[src/rtl/dca_matrix_lsu_responder.sv]
// Matrix LSU responder: turns one block-load/store instruction into per-row
// memory requests, tracks outstanding read rows and forwards returned rows.
module dca_matrix_lsu_responder #(
  parameter int unsigned ADDR_W          = 32,
  parameter int unsigned ELEM_W          = 8,
  parameter int unsigned MAX_DIM         = 8,
  parameter int unsigned MAX_OUTSTANDING = 4
) (
  input  logic                        clk,
  input  logic                        rst,
  input  logic                        clear,
  input  logic                        enable,
  input  logic                        inst_valid,
  output logic                        inst_ready,
  input  logic                        inst_opcode,
  input  logic [ADDR_W-1:0]           inst_addr,
  input  logic [ADDR_W-1:0]           inst_stride,
  input  logic [3:0]                  inst_num_row,
  input  logic [3:0]                  inst_num_col,
  output logic                        mreq_valid,
  input  logic                        mreq_ready,
  output logic                        mreq_write,
  output logic [ADDR_W-1:0]           mreq_addr,
  output logic [MAX_DIM*ELEM_W/8-1:0] mreq_byte_en,
  output logic [MAX_DIM*ELEM_W-1:0]   mreq_wdata,
  input  logic                        mresp_valid,
  output logic                        mresp_ready,
  input  logic [MAX_DIM*ELEM_W-1:0]   mresp_data,
  output logic                        rrow_valid,
  input  logic                        rrow_ready,
  output logic [MAX_DIM*ELEM_W-1:0]   rrow_data,
  output logic                        rrow_last,
  input  logic                        wrow_valid,
  output logic                        wrow_ready,
  input  logic [MAX_DIM*ELEM_W-1:0]   wrow_data,
  output logic                        busy,
  output logic                        done
);

  localparam int unsigned DATA_W = MAX_DIM * ELEM_W;
  localparam int unsigned BE_W   = DATA_W / 8;
  localparam int unsigned CNT_W  = 4;

  localparam logic [1:0] S_IDLE  = 2'd0;
  localparam logic [1:0] S_ISSUE = 2'd1;
  localparam logic [1:0] S_DRAIN = 2'd2;

  logic [1:0]        state_q, state_d;
  logic              op_q, op_d;
  logic [ADDR_W-1:0] addr_q, addr_d;
  logic [ADDR_W-1:0] stride_q, stride_d;
  logic [3:0]        num_row_q, num_row_d;
  logic [3:0]        num_col_q, num_col_d;
  logic [CNT_W-1:0]  iss_q, iss_d;
  logic [CNT_W-1:0]  rsp_q, rsp_d;
  logic              done_q, done_d;

  logic              active;
  logic              is_read;
  logic [CNT_W:0]    outstanding;
  logic [CNT_W-1:0]  last_idx;
  logic              mreq_hs;
  logic              mresp_hs;

  assign active      = (state_q != S_IDLE);
  assign is_read     = ~op_q;
  assign last_idx    = num_row_q - 4'd1;
  assign outstanding = {1'b0, iss_q} - {1'b0, rsp_q};

  // Handshake-facing outputs are combinational views of the registered state
  assign inst_ready   = (state_q == S_IDLE) & enable & ~clear;
  assign mreq_write   = op_q;
  assign mreq_addr    = addr_q;
  assign mreq_wdata   = wrow_data;
  assign mresp_ready  = active & is_read & rrow_ready;
  assign rrow_valid   = active & is_read & mresp_valid;
  assign rrow_data    = mresp_data;
  assign rrow_last    = (rsp_q == last_idx);
  assign wrow_ready   = (state_q == S_ISSUE) & op_q & mreq_ready;
  assign busy         = active;
  assign done         = done_q;

  assign mreq_hs  = mreq_valid & mreq_ready;
  assign mresp_hs = mresp_valid & mresp_ready;

  always_comb begin
    mreq_valid = 1'b0;
    if (enable && state_q == S_ISSUE) begin
      if (is_read) mreq_valid = (outstanding < (CNT_W+1)'(MAX_OUTSTANDING));
      else         mreq_valid = wrow_valid;
    end
  end

  // Enable the low num_col*ELEM_W/8 byte lanes
  always_comb begin
    mreq_byte_en = '0;
    for (int k = 0; k < int'(BE_W); k++) begin
      mreq_byte_en[k] = (k < (int'(num_col_q) * int'(ELEM_W)) / 8);
    end
  end

  always_comb begin
    state_d   = state_q;
    op_d      = op_q;
    addr_d    = addr_q;
    stride_d  = stride_q;
    num_row_d = num_row_q;
    num_col_d = num_col_q;
    iss_d     = iss_q;
    rsp_d     = rsp_q;
    done_d    = 1'b0;
    if (clear) begin
      state_d = S_IDLE;
      iss_d   = '0;
      rsp_d   = '0;
    end else if (enable) begin
      case (state_q)
        S_IDLE: begin
          if (inst_valid) begin
            op_d      = inst_opcode;
            addr_d    = inst_addr;
            stride_d  = inst_stride;
            num_row_d = inst_num_row;
            num_col_d = inst_num_col;
            iss_d     = '0;
            rsp_d     = '0;
            if (inst_num_row == 4'd0) done_d  = 1'b1;
            else                      state_d = S_ISSUE;
          end
        end
        S_ISSUE: begin
          if (mreq_hs) begin
            iss_d  = iss_q + CNT_W'(1);
            addr_d = addr_q + stride_q;
          end
          if (is_read) begin
            if (mresp_hs) rsp_d = rsp_q + CNT_W'(1);
            if (mreq_hs && iss_q == last_idx) state_d = S_DRAIN;
          end else if (mreq_hs && iss_q == last_idx) begin
            // Writes are posted: finish as soon as the last row is accepted
            state_d = S_IDLE;
            done_d  = 1'b1;
          end
        end
        S_DRAIN: begin
          if (mresp_hs) begin
            rsp_d = rsp_q + CNT_W'(1);
            if (rsp_q == last_idx) begin
              state_d = S_IDLE;
              done_d  = 1'b1;
            end
          end
        end
        default: state_d = S_IDLE;
      endcase
    end
  end

  always_ff @(posedge clk or posedge rst) begin
    if (rst) begin
      state_q   <= S_IDLE;
      op_q      <= 1'b0;
      addr_q    <= '0;
      stride_q  <= '0;
      num_row_q <= '0;
      num_col_q <= '0;
      iss_q     <= '0;
      rsp_q     <= '0;
      done_q    <= 1'b0;
    end else begin
      state_q   <= state_d;
      op_q      <= op_d;
      addr_q    <= addr_d;
      stride_q  <= stride_d;
      num_row_q <= num_row_d;
      num_col_q <= num_col_d;
      iss_q     <= iss_d;
      rsp_q     <= rsp_d;
      done_q    <= done_d;
    end
  end

endmodule

[config.mk]
export PLATFORM = sky130hd
export DESIGN_NAME = dca_matrix_lsu_responder
export DESIGN_NICKNAME = d
export VERILOG_FILES = /design/src/rtl/dca_matrix_lsu_responder.sv
export SDC_FILE = /design/constraint.sdc
export NUM_CORES = 1
export LEC_CHECK = 0
export ABC_CLOCK_PERIOD_IN_PS = 3700
export BUFFER_PORTS_ARGS = -buffer_cell sky130_fd_sc_hd__buf_2
export CORE_AREA = 5 5 148 150
export CTS_CLUSTER_DIAMETER = 120
export DETAILED_ROUTE_END_ITERATION = 8
export DIE_AREA = 0 0 153 155
export PLACE_DENSITY = 0.59
export SLEW_MARGIN = 20
export SYNTH_ARGS = -nofsm -noshare
export SYNTH_HDL_FRONTEND = slang
export SYNTH_SLANG_ARGS = --single-unit
export TNS_END_PERCENT = 100
[constraint.sdc]
create_clock -name clk -period 3.7 [get_ports clk]
set_input_delay 0.555 -clock clk [delete_from_list [all_inputs] [get_ports clk]]
set_output_delay 0.555 -clock clk [all_outputs]
set_load 0.02 [all_outputs]
==> flow_metrics.tcl <==
set metrics [dict create \
    cts_tree "yes" \
    wl_um 18200 \
    final_common_cell "buf_2" \
    synthFlopType "dfrtp_1" \
    fillers 2164 \
    hold_path.class "input pin to asynchronous set/reset pin" \
    clock_sinks 84 \
    worst_pin_slew_ns 0.684 \
    multiInputGateArea_mm2 0.00342 \
    rsz0062_at_grt "no" \
    clk_latency_ns 0.35 \
    relSlewSlack_pct 54.4 \
    synth_cells 725 \
    fin_crit_sh_pct 80.9 \
    clkTransAtPathRegs_ns 0.07 \
    critPathArrivalTime_ns 3.22 \
    die_w_um 153 \
    yosysSeqAreaShare_pct 31.5 \
    vias 5020 \
    synth_area_mm2 0.00667 \
    setup_tns_ns 0 \
    routedWlPerCell_um 18.2 \
    synth_top_cell_area_share_pct 31.5 \
    ir_worst_vdd_uv 410 \
    root_buffer "clkbuf_16" \
    grt_pass1_vias 5150 \
    std_cell_rows 53 \
    grt.overflow.total 0 \
    avgSynthCellArea_um2 9.21 \
    grt_pass1_wl_um 28400 \
    dr.first_iter.drc_count 246 \
    cts_max_path_buffers 2 \
    synth_seq_cells 84 \
    globalplace.congestion 0.809 \
    grt_max_degree 53 \
    start_util_pct 32.5 \
    postCtsResizedCells 0 \
    portBuffers 130 \
    async_flop_share_pct 100 \
    worstPathRequired_ns 3.93 \
    vias_per_cell 5.01 \
    antenna_found_initial 5 \
    fin_crit_ns 2.99 \
    drtAntennaViolNets 0 \
    holdBufCountCts 0 \
    ys_types 59 \
    slowest_delay_ns 0.41 \
    drtPass1Iterations 4 \
    p_per_area_mw_per_mm2 970 \
    numCtsBuffers 9 \
    leakage_nw 3.26 \
    hold-worst-slack_ns 0.297 \
    max_freq_mhz 334 \
    register_area_mm2 0.00210 \
    hold_violations 0 \
    yosys-top-cells-area "dfrtp_1 (31%), buf_4 (15%), ha_1 (7.7%), mux2_2 (7.3%), o21ai_0 (4.3%)" \
    grt_use_total_pct 15.1 \
    critPathKind "flop to flop" \
    cp_slowest_cell "dfrtp_1" \
    ios 387 \
    die_height_um 155 \
    synth_nets 977 \
    dp_hpwl_um 14400 \
    rr_startpoint "iss_q[3]" \
    drc 0 \
    drv_slew 0 \
    dieArea_mm2 0.0237 \
    core_mm2 0.0206 \
    worstSetupStartpoint "iss_q[3]" \
    critPathLaunchType "flop" \
    skew_ns 0.00797 \
    area_growth_pct 4.72 \
    synth_enable_flop_cells 0 \
    drv_cap 0 \
    nets 972 \
    yosysTopAreaCell "dfrtp_1" \
    layout_common_cells "buf_2 (130), dfrtp_1 (84), o21ai_0 (58)" \
    htreeDepth 3 \
    status "complete, no violations" \
    setup_viol 0 \
    cp_cell_sequence "ha_1 > or3b_1 > a221o_1 > o221a_4 > nor3_4 > o21ai_4 > buf_4 > a211oi_1 > nand2_1" \
    end_kind "flop" \
    synth_warnings 0 \
    cp_max_fo 29 \
    postCtsSetupRepairBufs 0 \
    drive_gt1_share_pct 28.8 \
]
[state kept, by name (all words and copies together), names as in the netlist]
| register | flops |
|---|---|
| done | 1 |
| iss_q | 4 |
| mreq_addr | 32 |
| mreq_write | 1 |
| num_col_q | 4 |
| num_row_q | 4 |
| rsp_q | 4 |
| state_q | 2 |
| stride_q | 32 |
[Yosys cell counts, types with 3 or more instances]
library cell	n
o22ai_1	3
nor4_1	3
ha_1	41
nand3_1	12
mux2i_1	23
xnor2_1	26
mux2_2	43
o21ai_1	3
o21ai_0	58
a211oi_1	8
and2_1	6
o2111ai_1	4
inv_1	25
nand4_1	5
a21o_1	14
buf_1	6
nand2_1	56
nor3b_2	4
o21bai_1	6
xor2_1	9
o211ai_1	5
nor3b_1	7
a21oi_1	34
o21a_1	8
buf_4	129
nor3_1	6
and3_1	6
nor2_1	26
a31oi_1	7
clkbuf_1	13
or3_1	5
and4_1	3
dfrtp_1	84
[cell type report]
| class | instances | share of cell area, % |
|---|---|---|
| clock inverters | 6 | 1.27 |
| well taps | 275 | 4.92 |
| repair buffers | 136 | 10.1 |
| flip-flops and latches | 84 | 30.1 |
| multi-input cells | 464 | 48.9 |
| diodes | 1 | 0.0358 |
| inverters | 25 | 1.38 |
| clock buffers | 10 | 3.28 |
[through the flow]
step	cells	cell area (µm²)	worst slack (ns)	total power, W	utilization, %
finish	1001	6990	0.705	0.00678	34.0
global route	1001	6990	0.466	0.00741	34.0
floorplan	725	6670	0.980	0.00496	-
CTS	1000	6990	0.698	0.00689	34.0
global placement	984	6670	0.765	0.00581	32.4
detailed placement	984	6670	0.725	0.00585	32.4
[worst max-delay path: cells and delay by family (launching register included)]
kind | cells | cell delay, ns
AOI/OAI and AO/OA | 4 | 1.11
adders and majority gates | 1 | 0.34
buffers and inverters | 1 | 0.30
DFF | 1 | 0.41
and+or+nand+nor | 3 | 0.70
[metal layers]
layer / wire length [µm] / vias up / track usage [%]
li1: - / 2424 / -
met1: 7410 / 2333 / 17.0
met2: 8630 / 200 / 25.4
met3: 1440 / 55 / 5.20
met4: 658 / 8 / 7.51
met5: 46 / - / 0
[logic make-up (layout without fill, tap and decap cells)]
logic type	Yosys count	after routing	synth area share (%)
buffers and inverters	177	177	17.5
adder cells (fa/ha/maj)	42	42	7.99
AO/OA/AOI/OAI	170	170	16.0
flip-flops	84	84	31.5
XOR/XNOR	35	35	4.59
AND/OR/NAND/NOR	151	151	11.7
multiplexers	66	66	10.7
other	0	1	0
[path summary, 6_finish.rpt]
check                           depth (start not counted)  slack, ns       endpoint
worst max-delay path                                    9       0.71  mreq_addr[30]
min in group clk                                        2       0.43   stride_q[21]
worst max register to register                          9       0.71  mreq_addr[30]
max in group asynchronous                               3       2.73    stride_q[4]
worst min register to register                          1       0.52    stride_q[4]
worst min-delay path                                    2       0.30   stride_q[28]
[power breakdown]
part	total [W]	internal (W)	leakage, nW	switching (W)
clock network	0.000990	0.000592	0.149	0.000398
registers	0.00165	0.00132	1.04	0.000330
logic	0.00414	0.00175	2.07	0.00239
(Power assumes the default switching activity.)
